==> src/rtl/pio_gen_pkg.sv <==
// rtl/pio_gen_pkg.sv - shared constants, register-file struct and helpers for pio_gen
package pio_gen_pkg;

    localparam int AVS_DATA_W = 32;

    localparam logic [2:0] ADDR_DATA     = 3'd0;
    localparam logic [2:0] ADDR_DIR      = 3'd1;
    localparam logic [2:0] ADDR_IRQ_MASK = 3'd2;
    localparam logic [2:0] ADDR_EDGE_CAP = 3'd3;
    localparam logic [2:0] ADDR_OUTSET   = 3'd4;
    localparam logic [2:0] ADDR_OUTCLR   = 3'd5;
    localparam logic [2:0] ADDR_RISE_EN  = 3'd6;
    localparam logic [2:0] ADDR_FALL_EN  = 3'd7;

    typedef struct packed {
        logic [AVS_DATA_W-1:0] dir;
        logic [AVS_DATA_W-1:0] out;
        logic [AVS_DATA_W-1:0] mask;
        logic [AVS_DATA_W-1:0] cap;
        logic [AVS_DATA_W-1:0] rise;
        logic [AVS_DATA_W-1:0] fall;
    } pio_reg_t;

    // Low w bits set; used to keep unimplemented register bits at zero.
    function automatic logic [AVS_DATA_W-1:0] width_mask(input int w);
        return {AVS_DATA_W{1'b1}} >> (AVS_DATA_W - w);
    endfunction

endpackage

==> src/rtl/pio_gen_if.sv <==
// rtl/pio_gen_if.sv - Avalon-MM register bus bundle for pio_gen
interface pio_gen_if;
    import pio_gen_pkg::*;

    logic [2:0]            avs_address;
    logic                  avs_read;
    logic                  avs_write;
    logic [AVS_DATA_W-1:0] avs_writedata;
    logic [AVS_DATA_W-1:0] avs_readdata;

    modport master (
        output avs_address, avs_read, avs_write, avs_writedata,
        input  avs_readdata
    );

    modport slave (
        input  avs_address, avs_read, avs_write, avs_writedata,
        output avs_readdata
    );
endinterface

==> src/rtl/pio_sync_edge.sv <==
// rtl/pio_sync_edge.sv - pin synchroniser, edge history and raw rise/fall pulses
module pio_sync_edge #(
    parameter int DATA_W      = 8,
    parameter int SYNC_STAGES = 2
) (
    input  logic              clk,
    input  logic              rst_n,
    input  logic [DATA_W-1:0] pin_in,
    output logic [DATA_W-1:0] sync,
    output logic [DATA_W-1:0] rise_pulse,
    output logic [DATA_W-1:0] fall_pulse
);

    logic [SYNC_STAGES-1:0][DATA_W-1:0] stage_q, stage_d;
    logic [DATA_W-1:0]                  prev_q, prev_d;
    logic                               armed_q, armed_d;

    always_comb begin
        stage_d = {stage_q[SYNC_STAGES-2:0], pin_in};
        prev_d  = stage_q[SYNC_STAGES-1];
        armed_d = 1'b1;
    end

    always_ff @(posedge clk or negedge rst_n) begin
        if (!rst_n) begin
            stage_q <= '0;
            prev_q  <= '0;
            armed_q <= 1'b0;
        end else begin
            stage_q <= stage_d;
            prev_q  <= prev_d;
            armed_q <= armed_d;
        end
    end

    assign sync = stage_q[SYNC_STAGES-1];

    // History is meaningless until it has been loaded once after reset.
    assign rise_pulse =  sync & ~prev_q & {DATA_W{armed_q}};
    assign fall_pulse = ~sync &  prev_q & {DATA_W{armed_q}};

endmodule

==> src/rtl/pio_gen.sv <==
// rtl/pio_gen.sv - parametrised GPIO with direction, set/clear, edge capture and irq
module pio_gen
    import pio_gen_pkg::*;
#(
    parameter int              DATA_W      = 8,
    parameter int              SYNC_STAGES = 2,
    parameter logic [31:0]     DIR_RESET   = 32'h0,
    parameter logic [31:0]     OUT_RESET   = 32'h0,
    parameter logic [31:0]     RISE_RESET  = 32'h0,
    parameter logic [31:0]     FALL_RESET  = 32'h0
) (
    input  logic              clk_clk,
    input  logic              reset_reset_n,
    pio_gen_if.slave          avs,
    output logic              irq,
    input  logic [DATA_W-1:0] pio_in,
    output logic [DATA_W-1:0] pio_out,
    output logic [DATA_W-1:0] pio_oe
);

    localparam logic [AVS_DATA_W-1:0] W_MASK = width_mask(DATA_W);

    localparam pio_reg_t REG_RESET = '{
        dir:  DIR_RESET & W_MASK,
        out:  OUT_RESET & W_MASK,
        mask: '0,
        cap:  '0,
        rise: RISE_RESET & W_MASK,
        fall: FALL_RESET & W_MASK
    };

    pio_reg_t              reg_q, reg_d;
    logic [AVS_DATA_W-1:0] rdata_q, rdata_d;

    logic [DATA_W-1:0]     sync, rise_pulse, fall_pulse;
    logic [AVS_DATA_W-1:0] sync_ext, edge_set, wd;

    pio_sync_edge #(
        .DATA_W      (DATA_W),
        .SYNC_STAGES (SYNC_STAGES)
    ) u_sync_edge (
        .clk        (clk_clk),
        .rst_n      (reset_reset_n),
        .pin_in     (pio_in),
        .sync       (sync),
        .rise_pulse (rise_pulse),
        .fall_pulse (fall_pulse)
    );

    always_comb begin
        sync_ext                 = '0;
        sync_ext[DATA_W-1:0]     = sync;
        edge_set                 = '0;
        edge_set[DATA_W-1:0]     = (rise_pulse & reg_q.rise[DATA_W-1:0])
                                 | (fall_pulse & reg_q.fall[DATA_W-1:0]);
        wd                       = avs.avs_writedata & W_MASK;
        reg_d                    = reg_q;
        rdata_d                  = rdata_q;

        // Reads decode from the current flops, so a same-cycle write is not seen.
        if (avs.avs_read) begin
            case (avs.avs_address)
                ADDR_DATA:     rdata_d = sync_ext;
                ADDR_DIR:      rdata_d = reg_q.dir;
                ADDR_IRQ_MASK: rdata_d = reg_q.mask;
                ADDR_EDGE_CAP: rdata_d = reg_q.cap;
                ADDR_OUTSET:   rdata_d = '0;
                ADDR_OUTCLR:   rdata_d = '0;
                ADDR_RISE_EN:  rdata_d = reg_q.rise;
                ADDR_FALL_EN:  rdata_d = reg_q.fall;
            endcase
        end

        if (avs.avs_write) begin
            case (avs.avs_address)
                ADDR_DATA:     reg_d.out  = wd;
                ADDR_DIR:      reg_d.dir  = wd;
                ADDR_IRQ_MASK: reg_d.mask = wd;
                ADDR_EDGE_CAP: reg_d.cap  = reg_q.cap & ~wd;
                ADDR_OUTSET:   reg_d.out  = reg_q.out | wd;
                ADDR_OUTCLR:   reg_d.out  = reg_q.out & ~wd;
                ADDR_RISE_EN:  reg_d.rise = wd;
                ADDR_FALL_EN:  reg_d.fall = wd;
            endcase
        end

        // A new edge overrides a clear of the same bit.
        reg_d.cap = reg_d.cap | edge_set;
    end

    always_ff @(posedge clk_clk or negedge reset_reset_n) begin
        if (!reset_reset_n) begin
            reg_q   <= REG_RESET;
            rdata_q <= '0;
        end else begin
            reg_q   <= reg_d;
            rdata_q <= rdata_d;
        end
    end

    assign avs.avs_readdata = rdata_q;
    assign pio_out          = reg_q.out[DATA_W-1:0];
    assign pio_oe           = reg_q.dir[DATA_W-1:0];
    assign irq              = |(reg_q.cap & reg_q.mask);

endmodule

==> src/flat_wrapper.sv <==
// flat-port wrapper written by rule: the top's interface ports become plain ports
module pio_gen_flat import pio_gen_pkg::*;
#(
    parameter int              DATA_W      = 8,
    parameter int              SYNC_STAGES = 2,
    parameter logic [31:0]     DIR_RESET   = 32'h0,
    parameter logic [31:0]     OUT_RESET   = 32'h0,
    parameter logic [31:0]     RISE_RESET  = 32'h0,
    parameter logic [31:0]     FALL_RESET  = 32'h0
)
  (clk_clk, reset_reset_n, irq, pio_in, pio_out, pio_oe, avs_avs_address, avs_avs_read, avs_avs_write, avs_avs_writedata, avs_avs_readdata);
  pio_gen_if avs_i ();
  input  logic clk_clk;
  input  logic reset_reset_n;
  output logic irq;
  input  logic [DATA_W-1:0] pio_in;
  output logic [DATA_W-1:0] pio_out;
  output logic [DATA_W-1:0] pio_oe;
  input wire logic [$bits(avs_i.avs_address)-1:0] avs_avs_address;
  input wire logic [$bits(avs_i.avs_read)-1:0] avs_avs_read;
  input wire logic [$bits(avs_i.avs_write)-1:0] avs_avs_write;
  input wire logic [$bits(avs_i.avs_writedata)-1:0] avs_avs_writedata;
  output wire logic [$bits(avs_i.avs_readdata)-1:0] avs_avs_readdata;
  assign avs_i.avs_address = avs_avs_address;
  assign avs_i.avs_read = avs_avs_read;
  assign avs_i.avs_write = avs_avs_write;
  assign avs_i.avs_writedata = avs_avs_writedata;
  assign avs_avs_readdata = avs_i.avs_readdata;
  pio_gen #(.DATA_W(DATA_W), .SYNC_STAGES(SYNC_STAGES), .DIR_RESET(DIR_RESET), .OUT_RESET(OUT_RESET), .RISE_RESET(RISE_RESET), .FALL_RESET(FALL_RESET)) u_core (.clk_clk(clk_clk), .reset_reset_n(reset_reset_n), .avs(avs_i), .irq(irq), .pio_in(pio_in), .pio_out(pio_out), .pio_oe(pio_oe));
endmodule
==> config.mk <==
export PLATFORM = sky130hd
export DESIGN_NAME = pio_gen_flat
export DESIGN_NICKNAME = d
export VERILOG_FILES = /design/src/rtl/pio_gen_pkg.sv /design/src/rtl/pio_gen_if.sv /design/src/rtl/pio_sync_edge.sv /design/src/rtl/pio_gen.sv /design/src/flat_wrapper.sv
export SDC_FILE = /design/constraint.sdc
export NUM_CORES = 1
export LEC_CHECK = 0
export BUFFER_PORTS_ARGS = -buffer_cell sky130_fd_sc_hd__buf_2
export CAP_MARGIN = 20
export CORE_ASPECT_RATIO = 1.4
export CORE_MARGIN = 4
export CORE_UTILIZATION = 59
export CTS_BUF_LIST = sky130_fd_sc_hd__clkbuf_8
export CTS_CLUSTER_SIZE = 20
export DETAILED_ROUTE_END_ITERATION = 10
export PLACE_DENSITY = 0.85
export SLEW_MARGIN = 5
export SYNTH_ARGS = -nofsm -noshare
export SYNTH_HDL_FRONTEND = slang
export SYNTH_HIERARCHICAL = 1
export SYNTH_SLANG_ARGS = --single-unit
==> constraint.sdc <==
create_clock -name clk_clk -period 2.5 [get_ports clk_clk]
set_input_delay 0.375 -clock clk_clk [delete_from_list [all_inputs] [get_ports clk_clk]]
set_output_delay 0.375 -clock clk_clk [all_outputs]
set_load 0.02 [all_outputs]
Word-level counts from Yosys, hierarchy flattened
Cells that the tools add are included.

Register bits after elaboration: 153. Input bits: 47. Logic and storage cells: 48.

Equal/unequal tests: 7. Mux-type cells: 6. Bitwise gates (word level): 15. Reduce and logical (&&, ||, !) cells: 9.

Operator list (number): case mux 32 bit (7 select lines) (1); 2-to-1 mux 96 bit (1); case mux 32 bit (3 select lines) (1); bitwise AND 32 bit (2); bitwise OR 32 x 8 -> 32 bit (2); bitwise AND 8 bit (6); bitwise AND 32 x 8 -> 32 bit (1); 2-to-1 mux 32 bit (1); inverter 8 -> 32 bit (1); OR reduction 32 bit (1); 2-to-1 mux 8 bit (2); inverter 8 bit (2); equality test 3 bit (second input constant) (4); AND reduction 2 bit (5); bitwise OR 8 bit (1); equality test 3 x 2 -> 1 bit (second input constant) (2); equality test 3 x 1 -> 1 bit (second input constant) (1); zero test 3 bit (1); nonzero test 3 bit (1); OR reduction 2 bit (1).

Longest topological paths before layout
Word-level depth: 6. Mapped depth: 6. Gate-level depth less buffers: 4.

Cells and area by module
The synthesis kept the hierarchy.

By module, submodules not included: pio_gen (instances 1, cells each 273, area an instance 2972.9 µm², sequential area each 1401.3 µm²); pio_sync_edge (instances 1, cells each 43, area an instance 788.3 µm², sequential area each 625.6 µm²).

Worst setup path after synthesis
No wires, ideal clock.

Path kind: in2reg. From: in avs_avs_address[2]. To: reg u_core/reg_q[100] in the netlist's numbering. Setup time: 0.125 ns. Data arrival time: 1.376 ns. Required time: 2.375 ns. Setup slack: 0.999 ns. Cell stages on the path: 4. Path buffers: 1. Cell sequence: buf_2 -> nand2b_4 -> nor3b_4 -> mux2_2.

Cells in the longest elaborated chain, start to end: 2.

RTL lines: start, declared (line flat_wrapper.sv:19) `input wire logic [$bits(avs_i.avs_address)-1:0] avs_avs_address;`; equality test 3 x 2 -> 1 bit (line pio_gen.sv:75) `case (avs.avs_address)`; AND reduction 2 bit (no source line); end signal, assigned (line pio_gen.sv:96) `reg_q <= reg_d;`; end, declared (line pio_gen.sv:32) `pio_reg_t reg_q, reg_d;`.

No other way between the ends. A chain may end at the register's enable or synchronous reset.

Final worst setup path
From: reg u_core/reg_q[100] in the netlist's numbering. To: out irq.

Cells in the longest elaborated chain, start to end: 2.

RTL lines: bitwise AND 32 x 8 -> 32 bit (line pio_gen.sv:104) `assign irq = |(reg_q.cap & reg_q.mask);`; OR reduction 32 bit (line pio_gen.sv:104); end, declared (line flat_wrapper.sv:15) `output logic irq;`.

No other way between the ends.

==> metrics.txt <==
status=finished clean; Fmax=0.571 GHz; H-Tree Depth=3; WHS=0.0172 ns; setup violators final=0; LEAKAGE=1.92 nW; post-CTS setup buffer count=0; I/O pins=96; initial core utilization=60.6%; Clk pin slew, worst setup/hold paths=0.08 ns; drt pass-1 iters=4; Pins Over Slew Limit=0; first-pass GRT wire length=13000 um; share of cells above drive strength 1=32.4%; vias in the first global route=2619; Via density=5.85; clk root buf=clkbuf_8; Final nets=400; post-synthesis cell area=3760 sq um; combinational share of power=19.9%; wire length per cell=18.6 um; number of synthesized register bits=81; Routed Antenna Nets=0; diode count=0; Buf/Inv on CP=1; sequential fraction of the synthesis area=53.9%; CP Launch Type=flop; HPWL Detailed=5660 um; Post-synth EDFFs=0; syn_area_per_cell=11.9 sq um; Sequential Power Share=50.9%; Top FF cell, synth=dfrtp_1; P_int=2.30 mW; Least-Margin Pin Slew=0.581 ns; Setup TNS=0 ns; height of the die=102 um; Syn-to-layout area delta=8.28%; CTS tree=built; drt first-iter violations=179; placed cell area=3870 sq um; power share of the clock group=29.3%; pwr/cell area=808 nW/um^2; area leader, netlist=dfrtp_1; Hold Path Class=in2async; CP Max Fanout=3; WP data required=2.12 ns; Max IR drop VDD=0.495 mV; DRC=0; total power=3.29 mW; grt ovf=0; Tmin final=1.75 ns; Crit Path Category=reg2out; # resized after CTS=0; CORE AREA=6210 sq um; cells after synthesis=316; largest net degree at the start of global routing=47; CP max stage cell=dfrtp_1; Finished Core Util=65.6%; RSZ-0062 raised after global routing=false; top post-synthesis cells by area=dfrtp_1 (54%), mux2_2 (10%), buf_4 (8.6%), nand2_1 (3.1%), o21ai_0 (2.7%); PortBufs=47; switching share of power=30.3%; Yosys top cell area share=53.9%; DR vias=2517; Final Hold Viols=0; Synth cell types=39; fraction of registers with async set/reset=100%; Clock Skews=0.00724 ns; Synth Warn #=6; Num CTS Buffers=9; final instance area=4070 sq um; standard-cell rows=34; hold buffer count at CTS=0; clock latency on the worst-skew pair=0.35 ns; Final GP Congestion=0.824; Max transition margin=61.3%; Reg2Reg Setup Slack=1.14 ns; Fill cells=479; Clock Path Buffers=2; crit end category=primary output; max-cap viol count=0; overall die area=7730 sq um; CP delay by family, top=flip-flops; ratio of final minimum period to clock period=70.1%; die width=75.5 um; net switching power=997 uW; peak per-stage delay on the critical path=0.40 ns; total wire length=7980 um; CTS sink count=81; total track usage=22.8%; WP data arrival=1.38 ns; critical path cell sequence=a22oi_1 > nand4_1 > buf_2; number of antenna violations at the first check in global routing=0
## power by group through the flow
stage	combinational, mW	clock, mW	sequential, mW
after floorplan	0.529	0	1.67
after global routing	0.716	1.04	1.70
after CTS	0.656	0.985	1.67
final	0.654	0.963	1.68
after global placement	0.622	0	1.68
after detailed placement	0.650	0	1.70
## cells by family (layout without fill, tap and decap cells)
kind of cell	count (synthesis)	count (layout)	synth area share, %
mux	41	41	12.0
compound gates	67	67	12.0
buf+inv	54	73	9.98
simple gates	71	71	11.9
flops	81	81	53.9
other cells	2	25	0.200
## layer usage
metal | wire, um | GRT usage (%)
met1 | 3120 | 27.9
met2 | 4160 | 37.0
met3 | 436 | 6.20
met4 | 260 | 10.4
met5 | 0 | 0
## flip-flops by register name, indices dropped and copies added (netlist names)
name,flops
u_core/reg_q,32
u_core/avs.avs_readdata,8
u_core/pio_oe,8
u_core/pio_out,8
u_core/u_sync_edge/prev_q,8
u_core/u_sync_edge/stage_d,8
u_core/u_sync_edge/sync,8
u_core/u_sync_edge/armed_q,1
## cell type report
| type | instances | area [sq um] | share of cell area, % |
|---|---|---|---|
| multi-input cells | 204 | 1450 | 35.5 |
| inverters | 2 | 7.51 | 0.184 |
| flip-flops and latches | 81 | 2030 | 49.8 |
| repair buffers | 55 | 298 | 7.31 |
| well taps | 72 | 90.1 | 2.21 |
| clock buffers | 10 | 138 | 3.38 |
| clock inverters | 6 | 67.6 | 1.66 |
## cell usage in the layout, fill, tap and decap left out, drive strengths merged
master,synthesis,layout
a211o,1,1
a211oi,1,1
a21boi,8,8
a21oi,9,9
a221o,8,8
a221oi,1,1
a22oi,5,5
a31oi,1,1
a41oi,6,6
and2b,1,1
and3,1,1
and3b,16,16
buf,48,55
bufinv,0,1
clkbuf,4,10
clkinv,0,2
clkinvlp,0,1
conb,2,25
dfrtp,81,81
inv,2,4
mux2,34,34
mux2i,7,7
nand2,32,32
nand2b,1,1
nand3,4,4
nand3b,3,3
nand4,2,2
nand4b,3,3
nor2,3,3
nor2b,1,1
nor3,3,3
nor3b,1,1
o21ai,20,20
o22ai,7,7
## synthesized netlist by cell type, types with 6 or more instances
library cell   n
mux2_2        34
a21oi_1        9
a221o_1        8
o22ai_1        7
and3b_2        6
mux2i_1        7
buf_4         43
dfrtp_1       81
and3b_1       10
a21boi_0       8
o21ai_0       20
nand2_1       31
a41oi_1        6
## worst paths after layout
kind | start | end | depth (start not counted)
worst max-delay path | u_core/reg_q[100]$_DFFE_PN0P_ | irq | 3
worst min-delay path | reset_reset_n | u_core/pio_out[7]$_DFFE_PN0P_ | 1
worst max register to register | u_core/u_sync_edge/armed_q$_DFF_PN0_ | u_core/reg_q[71]$_DFF_PN0_ | 2
worst min register to register | u_core/u_sync_edge/stage_d[15]$_DFF_PN0_ | u_core/u_sync_edge/sync[7]$_DFF_PN0_ | 0
max in group asynchronous | reset_reset_n | u_core/avs.avs_readdata[3]$_DFFE_PN0P_ | 2
min in group clk_clk | pio_in[0] | u_core/u_sync_edge/stage_d[8]$_DFF_PN0_ | 1
## per-stage QoR
stage,cells,setup WS (ns)
after floorplan,339,0.999
after detailed placement,414,0.630
final,430,0.747
after global placement,414,0.677
after CTS,430,0.738
after global routing,430,0.716
No activity file was read; power rests on OpenSTA's default activity.
